<file path="config.mk">
export PLATFORM = sky130hd
export DESIGN_NAME = csr_access_ctrl_flat
export DESIGN_NICKNAME = d
export VERILOG_FILES = /design/src/rtl/csr_access_ctrl_if.sv /design/src/rtl/csr_access_ctrl.sv /design/src/flat_wrapper.sv
export SDC_FILE = /design/constraint.sdc
export NUM_CORES = 1
export LEC_CHECK = 0
export ABC_CLOCK_PERIOD_IN_PS = 1550
export BUFFER_PORTS_ARGS = -buffer_cell sky130_fd_sc_hd__buf_2
export CAP_MARGIN = 20
export CORE_UTILIZATION = 47
export CTS_CLUSTER_DIAMETER = 100
export DETAILED_ROUTE_END_ITERATION = 10
export PLACE_DENSITY = 0.81
export RECOVER_POWER = 100
export SLEW_MARGIN = 25
export SYNTH_ARGS = -nofsm -noshare
export SYNTH_HDL_FRONTEND = slang
export SYNTH_SLANG_ARGS = --single-unit
</file>
<file path="constraint.sdc">
create_clock -name clk -period 1.55 [get_ports clk]
set_input_delay 0.2325 -clock clk [delete_from_list [all_inputs] [get_ports clk]]
set_output_delay 0.2325 -clock clk [all_outputs]
set_load 0.03 [all_outputs]
</file>
<file path="src/rtl/csr_access_ctrl_if.sv">
// Requester/CSR-file bundle for csr_access_ctrl.
// Latency: none, wiring only.
// Backpressure: requests are levels held until the matching done pulse; ex_stall tells the front end to wait.
// Ports (signals): ex_* CSR instruction request/response, trap_* trap request/response,
// csr_* read/write port of the CSR register file.
// ex_illegal exists only when CSR_RO_CHECK_EN is defined.
interface csr_access_ctrl_if;
    logic        ex_req;
    logic [1:0]  ex_op;
    logic [11:0] ex_addr;
    logic [31:0] ex_wdata;
    logic        ex_wr_nz;
    logic        ex_done;
    logic [31:0] ex_rdata;
    logic        ex_stall;
`ifdef CSR_RO_CHECK_EN
    logic        ex_illegal;
`endif
    logic        trap_req;
    logic [31:0] trap_pc;
    logic [31:0] trap_cause;
    logic [31:0] trap_tval;
    logic        trap_done;
    logic [31:0] redirect_pc;
    logic [11:0] csr_ra;
    logic [31:0] csr_rd;
    logic        csr_we;
    logic [11:0] csr_wa;
    logic [31:0] csr_wd;

    // Environment side: EX stage, trap unit and the CSR file.
    modport master (
        output ex_req, ex_op, ex_addr, ex_wdata, ex_wr_nz,
        input  ex_done, ex_rdata, ex_stall,
`ifdef CSR_RO_CHECK_EN
        input  ex_illegal,
`endif
        output trap_req, trap_pc, trap_cause, trap_tval,
        input  trap_done, redirect_pc,
        input  csr_ra, csr_we, csr_wa, csr_wd,
        output csr_rd
    );

    // Controller side.
    modport slave (
        input  ex_req, ex_op, ex_addr, ex_wdata, ex_wr_nz,
        output ex_done, ex_rdata, ex_stall,
`ifdef CSR_RO_CHECK_EN
        output ex_illegal,
`endif
        input  trap_req, trap_pc, trap_cause, trap_tval,
        output trap_done, redirect_pc,
        output csr_ra, csr_we, csr_wa, csr_wd,
        input  csr_rd
    );
endinterface

</file>
<file path="src/rtl/csr_access_ctrl.sv">
// Sequencer/arbiter owning the CSR file port: atomic RMW for CSR instructions, 3 writes + mtvec read for traps.
// Latency: CSR instruction 2 cycles (ex_done in 2nd), trap 4 cycles (trap_done in 4th); >=1 idle cycle between.
// Backpressure: requests are held levels; ex_stall=1 whenever busy or a request is pending; trap wins ties only in IDLE.
// Ports: clk, rst (synchronous, active high); bus (csr_access_ctrl_if.slave) carries
// ex_* / trap_* requester handshakes and the csr_* register-file port.
// Optional build macro CSR_RO_CHECK_EN: suppresses writes to addr[11:10]==2'b11 and adds ex_illegal.
module csr_access_ctrl #(
    parameter logic [11:0] ADDR_MEPC   = 12'h341,
    parameter logic [11:0] ADDR_MCAUSE = 12'h342,
    parameter logic [11:0] ADDR_MTVAL  = 12'h343,
    parameter logic [11:0] ADDR_MTVEC  = 12'h305
) (
    input  logic            clk,
    input  logic            rst,
    csr_access_ctrl_if.slave bus
);
    typedef enum logic [2:0] {
        IDLE, C_RD, C_WR, T_EPC, T_CAUSE, T_TVAL, T_VEC
    } state_t;

    state_t      state;

    // CSR instruction fields captured at acceptance so a requester that
    // drops early still gets a consistent RMW.
    logic [1:0]  op_q;
    logic [11:0] addr_q;
    logic [31:0] wdata_q;
    logic        wr_nz_q;
    logic [31:0] old_q;

    // Registered file-port and pulse outputs; each value is computed on the
    // edge that enters the state it belongs to.
    logic [11:0] csr_ra_q;
    logic        csr_we_q;
    logic [11:0] csr_wa_q;
    logic [31:0] csr_wd_q;
    logic        ex_done_q;
    logic        trap_done_q;

    logic [31:0] rmw_val;
    logic        wants_write;
    logic        ro_hit;

    // New value from the combinational read data seen during C_RD.
    always_comb begin
        rmw_val = bus.csr_rd;
        case (op_q)
            2'b01:   rmw_val = wdata_q;
            2'b10:   rmw_val = bus.csr_rd | wdata_q;
            2'b11:   rmw_val = bus.csr_rd & ~wdata_q;
            default: rmw_val = bus.csr_rd;
        endcase
    end

    // RS/RC with a zero source operand must not write (no side effects).
    assign wants_write = (op_q == 2'b01) || ((op_q != 2'b00) && wr_nz_q);

`ifdef CSR_RO_CHECK_EN
    logic illegal_q;
    assign ro_hit = (addr_q[11:10] == 2'b11);
`else
    assign ro_hit = 1'b0;
`endif

    always_ff @(posedge clk) begin
        if (rst) begin
            state       <= IDLE;
            op_q        <= 2'b00;
            addr_q      <= 12'h0;
            wdata_q     <= 32'h0;
            wr_nz_q     <= 1'b0;
            old_q       <= 32'h0;
            csr_ra_q    <= 12'h0;
            csr_we_q    <= 1'b0;
            csr_wa_q    <= 12'h0;
            csr_wd_q    <= 32'h0;
            ex_done_q   <= 1'b0;
            trap_done_q <= 1'b0;
`ifdef CSR_RO_CHECK_EN
            illegal_q   <= 1'b0;
`endif
        end else begin
            // Idle-valued outputs unless the next state drives them.
            csr_ra_q    <= 12'h0;
            csr_we_q    <= 1'b0;
            csr_wa_q    <= 12'h0;
            csr_wd_q    <= 32'h0;
            ex_done_q   <= 1'b0;
            trap_done_q <= 1'b0;
`ifdef CSR_RO_CHECK_EN
            illegal_q   <= 1'b0;
`endif
            case (state)
                IDLE: begin
                    if (bus.trap_req) begin
                        state    <= T_EPC;
                        csr_we_q <= 1'b1;
                        csr_wa_q <= ADDR_MEPC;
                        csr_wd_q <= bus.trap_pc & 32'hFFFF_FFFE;
                    end else if (bus.ex_req) begin
                        state    <= C_RD;
                        op_q     <= bus.ex_op;
                        addr_q   <= bus.ex_addr;
                        wdata_q  <= bus.ex_wdata;
                        wr_nz_q  <= bus.ex_wr_nz;
                        csr_ra_q <= bus.ex_addr;
                    end
                end
                C_RD: begin
                    state     <= C_WR;
                    old_q     <= bus.csr_rd;
                    csr_we_q  <= wants_write & ~ro_hit;
                    csr_wa_q  <= addr_q;
                    csr_wd_q  <= rmw_val;
                    ex_done_q <= 1'b1;
`ifdef CSR_RO_CHECK_EN
                    illegal_q <= wants_write & ro_hit;
`endif
                end
                C_WR: state <= IDLE;
                T_EPC: begin
                    state    <= T_CAUSE;
                    csr_we_q <= 1'b1;
                    csr_wa_q <= ADDR_MCAUSE;
                    csr_wd_q <= bus.trap_cause;
                end
                T_CAUSE: begin
                    state    <= T_TVAL;
                    csr_we_q <= 1'b1;
                    csr_wa_q <= ADDR_MTVAL;
                    csr_wd_q <= bus.trap_tval;
                end
                T_TVAL: begin
                    state       <= T_VEC;
                    csr_ra_q    <= ADDR_MTVEC;
                    trap_done_q <= 1'b1;
                end
                T_VEC:   state <= IDLE;
                default: state <= IDLE;
            endcase
        end
    end

    // The file commits mid-cycle, so a reset raised during a write state must
    // also block that cycle's write and pulses, not only the following ones.
    assign bus.csr_ra      = csr_ra_q;
    assign bus.csr_we      = csr_we_q & ~rst;
    assign bus.csr_wa      = csr_wa_q;
    assign bus.csr_wd      = csr_wd_q;
    assign bus.ex_done     = ex_done_q & ~rst;
    assign bus.ex_rdata    = ex_done_q ? old_q : 32'h0;
    assign bus.trap_done   = trap_done_q & ~rst;
    // mtvec is read combinationally in T_VEC; mode bits are masked off.
    assign bus.redirect_pc = trap_done_q ? (bus.csr_rd & 32'hFFFF_FFFC) : 32'h0;
    assign bus.ex_stall    = ~rst & ((state != IDLE) | bus.ex_req | bus.trap_req);
`ifdef CSR_RO_CHECK_EN
    assign bus.ex_illegal  = illegal_q & ~rst;
`endif
endmodule

</file>
<file path="src/flat_wrapper.sv">
// flat-port wrapper written by rule: the top's interface ports become plain ports
module csr_access_ctrl_flat 
#(
    parameter logic [11:0] ADDR_MEPC   = 12'h341,
    parameter logic [11:0] ADDR_MCAUSE = 12'h342,
    parameter logic [11:0] ADDR_MTVAL  = 12'h343,
    parameter logic [11:0] ADDR_MTVEC  = 12'h305
)
  (clk, rst, bus_ex_req, bus_ex_op, bus_ex_addr, bus_ex_wdata, bus_ex_wr_nz, bus_ex_done, bus_ex_rdata, bus_ex_stall, bus_trap_req, bus_trap_pc, bus_trap_cause, bus_trap_tval, bus_trap_done, bus_redirect_pc, bus_csr_ra, bus_csr_we, bus_csr_wa, bus_csr_wd, bus_csr_rd);
  csr_access_ctrl_if bus_i ();
  input  logic clk;
  input  logic rst;
  input wire logic [$bits(bus_i.ex_req)-1:0] bus_ex_req;
  input wire logic [$bits(bus_i.ex_op)-1:0] bus_ex_op;
  input wire logic [$bits(bus_i.ex_addr)-1:0] bus_ex_addr;
  input wire logic [$bits(bus_i.ex_wdata)-1:0] bus_ex_wdata;
  input wire logic [$bits(bus_i.ex_wr_nz)-1:0] bus_ex_wr_nz;
  output wire logic [$bits(bus_i.ex_done)-1:0] bus_ex_done;
  output wire logic [$bits(bus_i.ex_rdata)-1:0] bus_ex_rdata;
  output wire logic [$bits(bus_i.ex_stall)-1:0] bus_ex_stall;
  input wire logic [$bits(bus_i.trap_req)-1:0] bus_trap_req;
  input wire logic [$bits(bus_i.trap_pc)-1:0] bus_trap_pc;
  input wire logic [$bits(bus_i.trap_cause)-1:0] bus_trap_cause;
  input wire logic [$bits(bus_i.trap_tval)-1:0] bus_trap_tval;
  output wire logic [$bits(bus_i.trap_done)-1:0] bus_trap_done;
  output wire logic [$bits(bus_i.redirect_pc)-1:0] bus_redirect_pc;
  output wire logic [$bits(bus_i.csr_ra)-1:0] bus_csr_ra;
  output wire logic [$bits(bus_i.csr_we)-1:0] bus_csr_we;
  output wire logic [$bits(bus_i.csr_wa)-1:0] bus_csr_wa;
  output wire logic [$bits(bus_i.csr_wd)-1:0] bus_csr_wd;
  input wire logic [$bits(bus_i.csr_rd)-1:0] bus_csr_rd;
  assign bus_i.ex_req = bus_ex_req;
  assign bus_i.ex_op = bus_ex_op;
  assign bus_i.ex_addr = bus_ex_addr;
  assign bus_i.ex_wdata = bus_ex_wdata;
  assign bus_i.ex_wr_nz = bus_ex_wr_nz;
  assign bus_ex_done = bus_i.ex_done;
  assign bus_ex_rdata = bus_i.ex_rdata;
  assign bus_ex_stall = bus_i.ex_stall;
  assign bus_i.trap_req = bus_trap_req;
  assign bus_i.trap_pc = bus_trap_pc;
  assign bus_i.trap_cause = bus_trap_cause;
  assign bus_i.trap_tval = bus_trap_tval;
  assign bus_trap_done = bus_i.trap_done;
  assign bus_redirect_pc = bus_i.redirect_pc;
  assign bus_csr_ra = bus_i.csr_ra;
  assign bus_csr_we = bus_i.csr_we;
  assign bus_csr_wa = bus_i.csr_wa;
  assign bus_csr_wd = bus_i.csr_wd;
  assign bus_i.csr_rd = bus_csr_rd;
  csr_access_ctrl #(.ADDR_MEPC(ADDR_MEPC), .ADDR_MCAUSE(ADDR_MCAUSE), .ADDR_MTVAL(ADDR_MTVAL), .ADDR_MTVEC(ADDR_MTVEC)) u_core (.clk(clk), .rst(rst), .bus(bus_i));
endmodule
</file>
==> flow_summary_export.csv <==
group,metric,value,unit
critical_path,cp_arrival,1910,ps
clock_tree,cts.sink_count,141,
global_route,number_of_global_route_vias_before_repair,6673,
global_route,grt_start_max_net_pins,40,
finish,num-nets-final,1264,
critical_path,timing.critical_path.buf_inv,3,
placement,gp_routability_congestion,0.8433,
timing,achievable_frequency,0.6178,GHz
synthesis,synth-edff-count,0,
die,dieWidth,117.8,um
job,drv_cap,0,
finish,finalNonFillerCells,1271,
routing,num_vias,7397,
synthesis,ys_warn_count,0,
clock_tree,clk_pin_slew_worst_paths,60,ps
critical_path,regToRegEndpoint,"u_core.bus.csr_wd[9]",
placement,numPortBuffers,299,
routing,top_layer,"met4",
routing,drtPass1Iterations,7,
die,die_h,117.8,um
clock_tree,htreeDepth,4,
critical_path,cell_family_contributing_the_most_delay_on_the_critical_path,"compound AO/OA/AOI/OAI gates",
critical_path,critical_path.startpoint,"u_core.state[1]",
global_route,overflow,0,
finish,ff_latch_area,2841,sq um
power_and_ir_drop,power.ir.vdd_worst,0.0007347,V
critical_path,critical_path.max_fanout,10,
routing,detailroute.wirelength.met2,12470,um
critical_path,critical-path-top-cell-by-count,"sky130_fd_sc_hd__buf_12",
critical_path,worst-r2r-setup-slack,-70,ps
timing,layout_setup_ws,-68.60,ps
critical_path,crit_slowest_cell,"sky130_fd_sc_hd__a222oi_1",
synthesis,synth_common_cells,"sky130_fd_sc_hd__nand2_1, sky130_fd_sc_hd__dfxtp_1, sky130_fd_sc_hd__a21oi_1",
die,row_count,41,
routing,starting_drt_drc_count,928,
finish,areaGrowthSynthToFinish,52.75,%
timing,timing.final.crit_share,1.044,
synthesis,average_cell_area_after_synthesis,8.156,sq um
timing,final-max-slew-violation-count,0,
min_path,hp-start,"bus_ex_addr[4]",
clock_tree,cts_tree,"done",
clock_tree,clk_latency,420,ps
synthesis,synthMostInstantiatedCell,"sky130_fd_sc_hd__nand2_1",
synthesis,synth_async_sr_flop_share,0,
finish,filler_cell_count,947,
finish,multiInputGateArea,3466,sq um
timing,fin_skew,11.22,ps
synthesis,synthTopCellsByArea,"sky130_fd_sc_hd__dfxtp_1, sky130_fd_sc_hd__nand2_1, sky130_fd_sc_hd__and2_1",
critical_path,path_cells,"clkbuf_2 -> nor4b_4 -> buf_12 -> buf_12 -> a222oi_1 -> o22ai_1",
routing,finalWirelength,24520,um
critical_path,critPathKind,"reg2reg",
synthesis,yosys_register_bits,141,
routing,drt_drc_violations_left,0,
die,floorplan.initialDensity,0.4916,
timing,timing.final.setup_violations,18,
placement,dp_hpwl,14800,um
synthesis,synth.yosys.seq_area_share,0.4477,
power_and_ir_drop,cellPowerDensity,1035,nW/um^2
routing,route.detailed.vias_per_inst,5.820,
clock_tree,cts_buffer_depth,2,
critical_path,worst-endpoint-required,1850,ps
timing,report.final.hold_viol_count,0,
synthesis,synth_cells,773,
die,ios,303,
synthesis,synth_top_area_share,0.4477,
min_path,hold_end,"u_core.bus.csr_ra[4]",
global_route,gr-usage-all-layers,0.3172,
critical_path,worstSetupStartpointType,"flop",
synthesis,yosysUniqueCellTypes,35,
clock_tree,cts-root-buf,"sky130_fd_sc_hd__clkbuf_16",
routing,final_antenna_net_count,0,
timing,layout_min_cycle_time,1619,ps
routing,wl_met1,9112,um
min_path,timing.hold.worst_path_depth,2,
synthesis,postSynth.topFlopCell,"sky130_fd_sc_hd__dfxtp_1",
min_path,worst_hold_path_type,"in2reg",
critical_path,reg2reg_from,"u_core.state[1]",
critical_path,worst_setup_path_end_kind,"flop",
routing,dr_wl_met3,2122,um
synthesis,synth_area_leader_cell,"sky130_fd_sc_hd__dfxtp_1",
routing,wl_per_cell,19.29,um
power_and_ir_drop,post-layout-total-power,0.009967,W
outcome,run_status,"complete, but fails checks",
critical_path,worst-r2r-cell-count,6,
synthesis,syn_area,6305,sq um
placement,placedCellCount,1219,
outcome,violations_in_the_final_reports,"negative setup slack",
global_route,antenna_found_initial,1,
critical_path,timing.critical_path.slowest_cell_delay,390,ps
die,die_area,13880,sq um
die,design.core.area,12820,sq um
finish,layout-drive-gt1-share,0.4171,
global_route,grt_first_pass_wirelength,34330,um
clock_tree,cts_made_buffers,17,
power_and_ir_drop,p_leak,3.982,nW
timing,grt_setup_unrepaired,"true",
placed cells by master (no fill, tap or decap), types with 2 or more instances in the layout:
master and instances:
sky130_fd_sc_hd__clkbuf_4 4, sky130_fd_sc_hd__clkbuf_16 23, sky130_fd_sc_hd__a222oi_1 31, sky130_fd_sc_hd__buf_6 43
sky130_fd_sc_hd__nand2_2 4, sky130_fd_sc_hd__and2_1 39, sky130_fd_sc_hd__nand2_4 6, sky130_fd_sc_hd__nand3_1 32
sky130_fd_sc_hd__and2_4 38, sky130_fd_sc_hd__clkinvlp_4 2, sky130_fd_sc_hd__dfxtp_4 4, sky130_fd_sc_hd__nor2b_1 3
sky130_fd_sc_hd__conb_1 2, sky130_fd_sc_hd__o21ai_1 6, sky130_fd_sc_hd__mux2_2 30, sky130_fd_sc_hd__nor2_4 5
sky130_fd_sc_hd__o21bai_1 4, sky130_fd_sc_hd__nor2_1 10, sky130_fd_sc_hd__inv_1 2, sky130_fd_sc_hd__buf_2 197
sky130_fd_sc_hd__and3_1 3, sky130_fd_sc_hd__clkinv_4 2, sky130_fd_sc_hd__buf_8 3, sky130_fd_sc_hd__nand2b_1 3
sky130_fd_sc_hd__inv_6 7, sky130_fd_sc_hd__buf_4 27, sky130_fd_sc_hd__o21ai_0 56, sky130_fd_sc_hd__a21oi_2 28
sky130_fd_sc_hd__nand2_1 153, sky130_fd_sc_hd__o22ai_1 30, sky130_fd_sc_hd__clkbuf_1 58, sky130_fd_sc_hd__dfxtp_1 134
sky130_fd_sc_hd__buf_12 20, sky130_fd_sc_hd__clkbuf_2 2, sky130_fd_sc_hd__a21oi_1 66, sky130_fd_sc_hd__dfxtp_2 3
where the power goes:
part,leakage (nW),switching (W),internal [W]
clock,0.276,0.00167,0.00229
sequential,1.15,0.000143,0.00385
combinational,2.55,0.00116,0.000854
total,3.98,0.00298,0.00699
worst reg2reg max path, stage by stage (launching register included):
cell and delay (ps):
sky130_fd_sc_hd__dfxtp_4 380, sky130_fd_sc_hd__clkbuf_2 230, sky130_fd_sc_hd__nor4b_4 80, sky130_fd_sc_hd__buf_12 140, sky130_fd_sc_hd__buf_12 140, sky130_fd_sc_hd__a222oi_1 400
sky130_fd_sc_hd__o22ai_1 120
cell families (layout without fill, tap and decap cells):
kind of cell,Yosys count,after routing,synth area share
AOI/OAI and AO/OA,226,226,0.2137
and+or+nand+nor,304,305,0.2288
other,1,3,0.0005948
buffers and inverters,71,394,0.05556
muxes,30,30,0.05358
DFF,141,141,0.4477
repair_timing:
item	in CTS	in global routing
gates resized for setup	24	208
pin swaps	4	52
hold buffers	0	0
setup buffers	7	4
endpoints found under the setup margin	98	140
gates cloned	1	7
how the worst max path moves through the flow:
stage | cells past startpoint | slack (ps) | endpoint
finish | 6 | -70 | u_core.bus.csr_wd[9]
detailed placement | 4 | -220 | u_core.bus.csr_wd[24]
CTS | 3 | -30 | bus_redirect_pc[28]
global placement | 4 | -140 | u_core.bus.csr_wd[25]
floorplan | 6 | 180 | u_core.wdata_q[3]
global route | 6 | -120 | u_core.bus.csr_wd[9]
through the flow:
stage          worst slack (ps)  hold WS (ps)  utilization  area [sq um]  setup TNS, ps
4_1_cts                  -26.15         8.573       0.6977          8947         -157.3
5_1_grt                  -118.8         25.46       0.7509          9630          -4175
3_3_place_gp             -142.1         432.7       0.6399          8207          -4235
6_report                 -68.60         35.06       0.7509          9630         -361.8
3_5_place_dp             -222.5         441.7       0.6399          8207          -5789
2_1_floorplan             180.2         354.2            -          6309              0
registers in the layout, indices dropped and copies added (netlist names):
name	count
u_core.bus.csr_wd	32
u_core.ex_done_q	1
u_core.csr_we_q	1
u_core.addr_q	12
u_core.trap_done_q	1
u_core.old_q	32
u_core.state	3
u_core.op_q	2
u_core.wdata_q	32
u_core.bus.csr_wa	12
u_core.bus.csr_ra	12
u_core.wr_nz_q	1
layout make-up:
class                      instances  area share
tap                              172     0.02235
sequential                       141      0.2951
clock buffer                      19     0.04599
clock inverter                    13     0.01338
inverter                           3    0.001169
antenna                            1   0.0002598
multi-input combinational        563      0.3599
timing repair buffer             359      0.2619
metal layers:
metal / vias to the layer above / track usage
met5: - / 0
met1: 3485 / 0.3614
li1: 3341 / -
met4: 0 / 0.1450
met3: 83 / 0.08576
met2: 488 / 0.5500
No activity file was read; power rests on OpenSTA's default activity.
